File: src/rtl/oit_bin_to_bcd_if.sv
// Start/busy/done handshake and result bus between a client and the binary-to-BCD converter.
// master drives the request; slave (the converter) returns status and the held result.
interface oit_bin_to_bcd_if #(
  parameter int WIDTH  = 16,
  parameter int DIGITS = 5
);
  logic                  start;
  logic [WIDTH-1:0]      in;
  logic                  busy;
  logic                  done;
  logic [DIGITS*4-1:0]   out;
  logic                  overflow;

  modport master (output start, in, input busy, done, out, overflow);
  modport slave  (input start, in, output busy, done, out, overflow);
endinterface

File: src/rtl/oit_bin_to_bcd.sv
// Sequential double-dabble: one binary bit per clock, done pulses WIDTH+1 cycles after start is accepted.
// No backpressure: start is sampled only while idle, and is dropped without queuing while busy.
module oit_bin_to_bcd #(
  parameter int WIDTH  = 16,
  parameter int DIGITS = 5
) (
  input  logic             clock,
  input  logic             reset_n,
  oit_bin_to_bcd_if.slave  bus
);

  localparam int CW = $clog2(WIDTH + 1);
  localparam int BW = DIGITS * 4;

  typedef enum logic {IDLE, SHIFT} state_t;

  state_t          state;
  logic [WIDTH-1:0] shift_q;
  logic [BW-1:0]    bcd_q;
  logic             ovf_q;
  logic [CW-1:0]    cnt_q;
  logic             busy_q;
  logic             done_q;
  logic [BW-1:0]    out_q;
  logic             overflow_q;

  logic [BW-1:0]    bcd_adj;
  logic [BW-1:0]    bcd_next;
  logic [WIDTH-1:0] shift_next;
  logic             ovf_next;

  // Digits are adjusted independently; a digit >=5 becomes >=8 so its doubling carries out.
  always_comb begin
    bcd_adj = bcd_q;
    for (int d = 0; d < DIGITS; d++) begin
      if (bcd_q[d*4 +: 4] >= 4'd5) begin
        bcd_adj[d*4 +: 4] = bcd_q[d*4 +: 4] + 4'd3;
      end
    end
    bcd_next   = {bcd_adj[BW-2:0], shift_q[WIDTH-1]};
    shift_next = shift_q << 1;
    ovf_next   = ovf_q | bcd_adj[BW-1];
  end

  always_ff @(posedge clock or negedge reset_n) begin
    if (!reset_n) begin
      state      <= IDLE;
      shift_q    <= '0;
      bcd_q      <= '0;
      ovf_q      <= 1'b0;
      cnt_q      <= '0;
      busy_q     <= 1'b0;
      done_q     <= 1'b0;
      out_q      <= '0;
      overflow_q <= 1'b0;
    end else begin
      done_q <= 1'b0;
      case (state)
        IDLE: begin
          if (bus.start) begin
            shift_q <= bus.in;
            bcd_q   <= '0;
            ovf_q   <= 1'b0;
            cnt_q   <= CW'(WIDTH);
            busy_q  <= 1'b1;
            state   <= SHIFT;
          end
        end
        SHIFT: begin
          bcd_q   <= bcd_next;
          shift_q <= shift_next;
          ovf_q   <= ovf_next;
          cnt_q   <= cnt_q - CW'(1);
          // Last shift: publish the post-shift value directly, not the stale working register.
          if (cnt_q == CW'(1)) begin
            out_q      <= bcd_next;
            overflow_q <= ovf_next;
            done_q     <= 1'b1;
            busy_q     <= 1'b0;
            state      <= IDLE;
          end
        end
        default: state <= IDLE;
      endcase
    end
  end

  assign bus.busy     = busy_q;
  assign bus.done     = done_q;
  assign bus.out      = out_q;
  assign bus.overflow = overflow_q;

endmodule

File: src/flat_wrapper.sv
// flat-port wrapper written by rule: the top's interface ports become plain ports
module oit_bin_to_bcd_flat 
#(
  parameter int WIDTH  = 16,
  parameter int DIGITS = 5
)
  (clock, reset_n, bus_start, bus_in, bus_busy, bus_done, bus_out, bus_overflow);
  oit_bin_to_bcd_if #(.WIDTH(WIDTH), .DIGITS(DIGITS)) bus_i ();
  input  logic clock;
  input  logic reset_n;
  input wire logic [$bits(bus_i.start)-1:0] bus_start;
  input wire logic [$bits(bus_i.in)-1:0] bus_in;
  output wire logic [$bits(bus_i.busy)-1:0] bus_busy;
  output wire logic [$bits(bus_i.done)-1:0] bus_done;
  output wire logic [$bits(bus_i.out)-1:0] bus_out;
  output wire logic [$bits(bus_i.overflow)-1:0] bus_overflow;
  assign bus_i.start = bus_start;
  assign bus_i.in = bus_in;
  assign bus_busy = bus_i.busy;
  assign bus_done = bus_i.done;
  assign bus_out = bus_i.out;
  assign bus_overflow = bus_i.overflow;
  oit_bin_to_bcd #(.WIDTH(WIDTH), .DIGITS(DIGITS)) u_core (.clock(clock), .reset_n(reset_n), .bus(bus_i));
endmodule
File: config.mk
export PLATFORM = sky130hd
export DESIGN_NAME = oit_bin_to_bcd_flat
export DESIGN_NICKNAME = d
export VERILOG_FILES = /design/src/rtl/oit_bin_to_bcd_if.sv /design/src/rtl/oit_bin_to_bcd.sv /design/src/flat_wrapper.sv
export SDC_FILE = /design/constraint.sdc
export NUM_CORES = 1
export LEC_CHECK = 0
export CAP_MARGIN = 30
export CORE_MARGIN = 2
export CORE_UTILIZATION = 51
export CTS_BUF_LIST = sky130_fd_sc_hd__clkbuf_4 sky130_fd_sc_hd__clkbuf_8 sky130_fd_sc_hd__clkbuf_16
export DETAILED_ROUTE_END_ITERATION = 16
export PLACE_DENSITY_LB_ADDON = 0.12
export REMOVE_ABC_BUFFERS = 1
export SLEW_MARGIN = 20
export SYNTH_ARGS = -nofsm -noshare
export SYNTH_HDL_FRONTEND = slang
export SYNTH_SLANG_ARGS = --single-unit
File: constraint.sdc
create_clock -name clock -period 1.72 [get_ports clock]
set_clock_uncertainty 0.1 [all_clocks]
set_input_delay 0.344 -clock clock [delete_from_list [all_inputs] [get_ports clock]]
set_output_delay 0.344 -clock clock [all_outputs]
set_load 0.02 [all_outputs]
[Word-level counts from Yosys, hierarchy flattened]
Index checks and enable logic that the tools add are counted.
Storage, ports and cells
  register bits after elaboration: 66
  bits in latches: 0
  bits in writable memories: 0
  bits in read-only memories: 0
  bits of input ports: 19
  output and inout port bits: 23
  memories: 0
Cells by class
  $add $sub $neg: 6
  multiply operators: 0
  divide/modulo/power cells: 0
  order comparisons: 5
  eq/ne operators: 3
  shift operators: 0
  mux-type cells: 21
  bitwise logic cells: 2
  reduce and logical (&&, ||, !) cells: 2
Operator list (number)
  $pmux W20 S2: 1
  $pmux W16 S2: 1
  $add A4 B2 Y4 const B: 5
  $ge A4 B3 Y1 const B: 5
  $mux W20: 1
  $mux W4: 5
  $mux W16: 1
  $pmux W5 S2: 1
  $mux W1: 7
  $pmux W1 S2: 3
  $eq A5 B1 Y1 const B: 1
  $mux W5: 1
  $sub A5 B1 Y5 const B: 1
  $ne A2 B2 Y1 const B: 2
  $reduce_and A2 Y1: 2
  $not A1 Y1: 1
  $or A1 B1 Y1: 1

[Longest topological paths before layout]
Gate-level depths: netlist (run 1).
  depth after elaboration: 4
  mapped depth: 7
  depth with buffers taken out: 6

[Worst setup path after synthesis (run 1)]
OpenSTA, ideal clock, no wires.
  path type: register to register
  start point: reg u_core.bcd_q[16]
  end point: reg u_core.out_q[18], in the netlist u_core.bus.out[18]
  library setup time: 0.125 ns
  arrival: 1.332 ns
  data required time: 1.495 ns
  setup slack: 0.163 ns
  stages on the path, launching flop included: 6
  period minus slack after synthesis: 1.557 ns
  cells stage by stage: dfrtp_1 ha_1 nand2b_1 a21oi_1 mux2i_1 mux2_4
On the way
  word-level cells in the longest chain between the ends: 2
Ends and longest elaborated chain
  start: declaration: RTL line oit_bin_to_bcd.sv:19  | logic [BW-1:0] bcd_q;
  start signal: assignment: RTL line oit_bin_to_bcd.sv:70  | bcd_q <= bcd_next;
  $add A4 B2 Y4 or $ge A4 B3 Y1 (tied branches): RTL line oit_bin_to_bcd.sv:37, oit_bin_to_bcd.sv:36
  $mux W4 (*): RTL line oit_bin_to_bcd.sv:36  | if (bcd_q[d*4 +: 4] >= 4'd5) begin
  end signal: assignment: RTL line oit_bin_to_bcd.sv:76  | out_q <= bcd_next;
  end: declaration: RTL line oit_bin_to_bcd.sv:24  | logic [BW-1:0] out_q;
Mark *: on every way between the ends. The rest lies on a longest branch, timed or not.
A chain may end at the register's enable or synchronous reset.

[Worst setup path in the final report (run 1)]
  start point: reg u_core.bcd_q[4]
  end point: reg u_core.out_q[6], in the netlist u_core.bus.out[6]
The elaborated chain is that of the path after synthesis.

==> results.json, run 1 <==
{
  "synth_area_um2": 3190,
  "dieArea_um2": 6900,
  "gp_congestion": 0.741,
  "start_util_pct": 53.2,
  "vdd_drop_max_mv": 0.854,
  "ys_async_sr_fraction_pct": 100,
  "setup_slack_ns": 0.104,
  "grt_max_degree": 50,
  "synth_edf_count": 0,
  "htree_levels": 3,
  "rows": 28,
  "cp.arrival_ns": 1.73,
  "grt_pass1_wl_um": 9990,
  "pwr-share-clk_pct": 14.9,
  "outcome": "completed",
  "finalCriticalPeriod_ns": 1.62,
  "r2r_cells": 5,
  "drive_gt1_share_pct": 12.6,
  "gr-total-overflow": 0,
  "cts.sinks": 66,
  "power_frac_seq_pct": 38.6,
  "cts_setup_buffers": 0,
  "yosysTopAreaCell": "dfrtp_1",
  "dp_hpwl_um": 3830,
  "crit_type": "flip-flop to flip-flop",
  "synth_area_leaders": "dfrtp_1 (52%), mux2i_1 (8.5%), ha_1 (4.7%)",
  "p_int_mw": 4.45,
  "ys_seq_area_share_pct": 51.8,
  "grt_usage_pct": 18.0,
  "r2r_start": "u_core.bcd_q[4]",
  "grt_pass1_vias": 2164,
  "num_io_pins": 42,
  "cts_buffer_depth": 2,
  "fillers": 505,
  "port_buffers": 41,
  "fmax_mhz": 619,
  "worst_pin_slew_ns": 0.437,
  "synth_area_per_cell_um2": 10.7,
  "p_sw_mw": 2.75,
  "hold-path-cell-count": 2,
  "ys.flop_type": "dfrtp_1",
  "netlist_instances": 297,
  "maxSlewHeadroom_pct": 70.9,
  "die_w_um": 83.1,
  "synth_warnings": 0,
  "swShare_pct": 38.2,
  "critical_path.startpoint": "u_core.bcd_q[4]",
  "via_count": 2245,
  "fin_crit_sh_pct": 94.0,
  "synth_top_area_share_pct": 51.8,
  "dr.first_iter.drc_count": 85,
  "multi_input_area_um2": 1420,
  "combPwrFrac_pct": 46.5,
  "drt_pre_antenna_iters": 4,
  "synth_most_common_cell": "dfrtp_1",
  "drt-vias-per-instance": 5.31,
  "drv_slew": 0,
  "min_from": "u_core.shift_q[0]",
  "antenna_found_initial": 0,
  "path_clk_slew_ns": 0.07,
  "coreArea_um2": 5990,
  "power.density_nw_per_um2": 1840,
  "synth_commonest_cells": "dfrtp_1 (66), nand2_1 (33), mux2i_1 (27), o21ai_0 (22), a21oi_1 (20)",
  "finalPower_mw": 7.21,
  "hold_class": "flip-flop to flip-flop",
  "cts_tree": "yes",
  "drc": 0,
  "die_y_um": 83.1,
  "cts_made_buffers": 9,
  "crit_path_end_kind": "flip-flop",
  "power.leakage_nw": 1.92,
  "final_nets": 378,
  "hold_viol_final": 0,
  "utilization_pct": 65.5,
  "path_max_fanout": 5,
  "clk_latency_ns": 0.33,
  "diodes": 0,
  "setup_viol": 0,
  "wl_per_cell_um": 13.5,
  "dp_slack_ns": -0.00935,
  "ctsRootBufferMaster": "clkbuf_8",
  "cap_violations": 0,
  "ys_ff_latch": 66,
  "drt_wl_total_um": 5700,
  "ff_latch_area_um2": 1650,
  "worst_setup_path_start_kind": "flip-flop",
  "areaGrowthSynthToFinish_pct": 23.1,
  "ant_nets": 0,
  "synth_cell_type_count": 28,
  "crit_required_ns": 1.83
}
## stage by stage
stage / std cells / setup TNS, ns / instance area (um2) / hold WS, ns
2_1_floorplan: 282 / -41.19 / 3100 / -0.0516
3_3_place_gp: 410 / 0 / 3770 / 0.206
3_5_place_dp: 410 / -0.00935 / 3770 / 0.211
4_1_cts: 423 / 0 / 3900 / 0.388
5_1_grt: 423 / -0.000865 / 3930 / 0.408
6_report: 423 / 0 / 3930 / 0.382
## path summary, 6_finish.rpt
kind	slack, ns	endpoint
setup reg to reg	0.10	u_core.bus.out[6]
hold / removal	0.38	u_core.shift_q[1]
hold reg to reg	0.38	u_core.shift_q[1]
max in group asynchronous	0.64	u_core.shift_q[10]
setup / recovery	0.10	u_core.bus.out[6]
min in group asynchronous	0.39	u_core.cnt_q[3]
## area by class of cell
cell class	count	share of cell area, %
multi-input cells	202	36.2
inverters	14	1.34
clock inverters	1	0.128
repair buffers	54	14.2
well taps	75	2.39
clock buffers	11	3.70
flip-flops and latches	66	42.1
## routing by layer
metal	GRT usage (%)	up-vias	share of wire, %
li1	-	1121	-
met1	23.9	1072	47
met2	29.0	41	47
met3	3.78	11	4.2
met4	6.71	0	1.7
met5	0	-	0
## registers in the layout (all words and copies together), names as in the netlist
name                 flops
u_core.cnt_q             5
u_core.ovf_q             1
u_core.bus.out          20
u_core.bus.overflow      1
u_core.bus.busy          1
u_core.bcd_q            20
u_core.shift_q          16
u_core.state             1
u_core.bus.done          1
## power groups by stage
| stage | logic (mW) | clock network (mW) | registers, mW |
|---|---|---|---|
| 4_1_cts | 3.36 | 1.10 | 2.77 |
| 3_3_place_gp | 3.43 | 0 | 2.77 |
| 3_5_place_dp | 3.52 | 0 | 2.79 |
| 6_report | 3.35 | 1.08 | 2.78 |
| 2_1_floorplan | 1.97 | 0 | 3.10 |
| 5_1_grt | 3.77 | 1.18 | 2.88 |
## critical path: stages, from the launching register on
cell      delay, ns
dfrtp_1        0.43
ha_1           0.21
nand2b_1       0.16
a21oi_2        0.20
mux2i_1        0.12
mux2_2         0.28
## cells in the final DEF, fill, tap and decap left out, types with 2 or more instances in the layout
cell type and instances:
ha_1 12, nor3b_1 11, a21o_1 12, a32o_1 3
nor2b_1 2, dlygate4sd2_1 22, nor3_1 6, clkdlybuf4s50_1 17
a21oi_1 15, o21ai_0 22, nand2_1 33, xnor2_1 5
nand2b_1 7, buf_4 6, clkbuf_8 10, o31ai_1 2
mux2_2 6, mux2_4 6, inv_1 14, dfrtp_1 65
a21oi_2 5, nor2_1 19, buf_12 6, mux2i_1 27
a31oi_1 3
## kinds of logic after synthesis
| kind of cell | count (synthesis) | synth area share (%) |
|---|---|---|
| xor+xnor | 6 | 1.65 |
| compound gates | 66 | 12.4 |
| simple gates | 79 | 11.6 |
| buf+inv | 29 | 4.43 |
| fa+ha+maj | 12 | 4.71 |
| mux | 39 | 13.4 |
| flops | 66 | 51.8 |
## timing repair
item                       in CTS  in global routing
setup endpoints to repair      22                 16
hold endpoints to repair       14                  0
hold buffers                    1                  0
resized for setup              22                  7
Note: power is estimated with default switching activity, not from simulation.
==> run 2: changes to the inputs <==
--- a/config.mk
+++ b/config.mk
@@ -6,7 +6,7 @@
 export NUM_CORES = 1
 export LEC_CHECK = 0
 export CAP_MARGIN = 30
-export CORE_MARGIN = 2
+export CORE_MARGIN = 1
 export CORE_UTILIZATION = 51
 export CTS_BUF_LIST = sky130_fd_sc_hd__clkbuf_4 sky130_fd_sc_hd__clkbuf_8 sky130_fd_sc_hd__clkbuf_16
 export DETAILED_ROUTE_END_ITERATION = 16
==> constraint.sdc (replaced) <==
create_clock -name clock -period 1.55 [get_ports clock]
set_clock_uncertainty 0.1 [all_clocks]
set_input_delay 0.31 -clock clock [delete_from_list [all_inputs] [get_ports clock]]
set_output_delay 0.31 -clock clock [all_outputs]
set_load 0.02 [all_outputs]
==> run 2 against run 1 <==
- the run now ends with negative setup slack left
- register-to-register slack lost 0.11 ns
- worst setup slack lost 0.11 ns
- critical endpoint unchanged
- via count grew 5.2%
- critical path depth is the same
- non-clock buffer count grew 23
==> results.json, run 2 (same netlist as run 1, synthesis figures left out) <==
{
  "drive_gt1_share_pct": 26.2,
  "crit_path_end_kind": "flip-flop",
  "antenna_found_initial": 0,
  "worst_setup_path_start_kind": "flip-flop",
  "crit_required_ns": 1.73,
  "finalPower_mw": 9.06,
  "worst_pin_slew_ns": 0.356,
  "hold_class": "flip-flop to flip-flop",
  "maxSlewHeadroom_pct": 76.2,
  "utilization_pct": 71.2,
  "gp_congestion": 0.754,
  "combPwrFrac_pct": 52.1,
  "via_count": 2362,
  "power_frac_seq_pct": 34.4,
  "dieArea_um2": 6570,
  "ant_nets": 0,
  "areaGrowthSynthToFinish_pct": 33.8,
  "setup_slack_ns": -0.00671,
  "gr-total-overflow": 0,
  "power.density_nw_per_um2": 2120,
  "cts_tree": "yes",
  "crit_type": "flip-flop to flip-flop",
  "timing.hold.ws_ns": 0.385,
  "dr.first_iter.drc_count": 134,
  "grt_pass1_wl_um": 10100,
  "dpl.cell_count": 428,
  "design_area_um2": 4270,
  "drc": 0,
  "cp.arrival_ns": 1.73,
  "p_int_mw": 5.58,
  "cts_buffer_depth": 2,
  "rows": 28,
  "drt-vias-per-instance": 5.26,
  "path_clk_slew_ns": 0.07,
  "final_nets": 401,
  "die_w_um": 81.1,
  "violations": "negative setup slack",
  "vdd_drop_max_mv": 1.03,
  "fmax_mhz": 642,
  "grt_max_degree": 67,
  "cts.sinks": 66,
  "coreArea_um2": 5990,
  "drt_pre_antenna_iters": 4,
  "cts_made_buffers": 9,
  "num_io_pins": 42,
  "dpl_cell_area_um2": 3860,
  "power.leakage_nw": 2.04,
  "fin_crit_sh_pct": 100,
  "diodes": 0,
  "wl_per_cell_um": 14.2,
  "outcome": "finished, violations left",
  "grt_pass1_vias": 2230,
  "start_util_pct": 53.2,
  "drv_slew": 0,
  "layout_common_cells": "dfrtp_1 (65), nand2_1 (33), buf_4 (30)",
  "path_max_fanout": 3,
  "setup_viol": 1,
  "rsz0062_at_grt": "true",
  "cap_violations": 0,
  "dp_hpwl_um": 3930,
  "finalCriticalPeriod_ns": 1.56,
  "port_buffers": 41,
  "grt_usage_pct": 20.4,
  "die_y_um": 81.1,
  "drt_wl_total_um": 6370,
  "ctsRootBufferMaster": "clkbuf_8",
  "swShare_pct": 38.5,
  "fin_cells": 449,
  "htree_levels": 3,
  "clk_latency_ns": 0.34,
  "p_sw_mw": 3.48,
  "final_common_cell": "dfrtp_1",
  "pwr-share-clk_pct": 13.5,
  "hold_viol_final": 0
}
## run 2: changes by cell type in the layout (fill, tap and decap cells not counted), sizes merged
cell / delta
buf: +23
clkinv: +3
dlygate4sd2: +1
dlymetal6s2s: -1
## run 2: area by class of cell
cell class | instances | area, um2
sequential | 66 | 1650
timing repair buffer | 77 | 698
multi-input combinational | 202 | 1610
clock inverter | 4 | 20.0
inverter | 14 | 52.6
fill | 461 | 1720
tap | 75 | 93.8
clock buffer | 11 | 139
## run 2: final timing paths
path,start,end,slack (ns),cells after the start
max in group asynchronous,reset_n,u_core.state,0.63,3
max,u_core.bcd_q[4],u_core.bus.out[6],-0.007,5
min in group asynchronous,reset_n,u_core.cnt_q[2],0.42,3
min,u_core.shift_q[10],u_core.shift_q[11],0.38,2
min reg2reg,u_core.shift_q[10],u_core.shift_q[11],0.38,2
max reg2reg,u_core.bcd_q[4],u_core.bus.out[6],-0.007,5
## run 2: power by group through the flow
stage / Sequential, mW / Combinational [mW] / Clock (mW)
global placement: 3.04 / 4.11 / 0
global route: 3.22 / 5.21 / 1.33
floorplan: 3.44 / 2.18 / 0
CTS: 3.07 / 4.21 / 1.26
detailed placement: 3.06 / 4.21 / 0
finish: 3.12 / 4.72 / 1.22
## run 2: metrics by stage
stage          setup slack (ns)  TNS [ns]
2_1_floorplan             -1.59    -52.41
3_3_place_gp             -0.122     -1.87
3_5_place_dp             -0.131     -2.83
4_1_cts                 0.00298         0
5_1_grt                 -0.0548    -0.445
6_report               -0.00671  -0.00671
## run 2: what timing repair did
action                                  4_1_cts  5_1_grt
cloned                                        0        1
pin swaps                                     5        8
gates resized for setup                      36       41
setup buffers                                 1        3
endpoints found under the setup margin       40       24
endpoints found under the hold margin        66        0
hold buffers                                  1        0
## run 2: per-layer routing
layer	global-route usage, %	part of all wire (%)	routed length (um)
met1	25.1	46	2940
met5	0	0	0
met2	34.1	49	3110
met4	8.04	1.2	79
met3	5.51	3.7	237
## run 2: critical path, cell delays in order (launching register included)
cell and delay (ns):
dfrtp_1 0.41, ha_2 0.20, nand2b_4 0.15, a21oi_4 0.20, mux2i_2 0.27, mux2_4 0.18
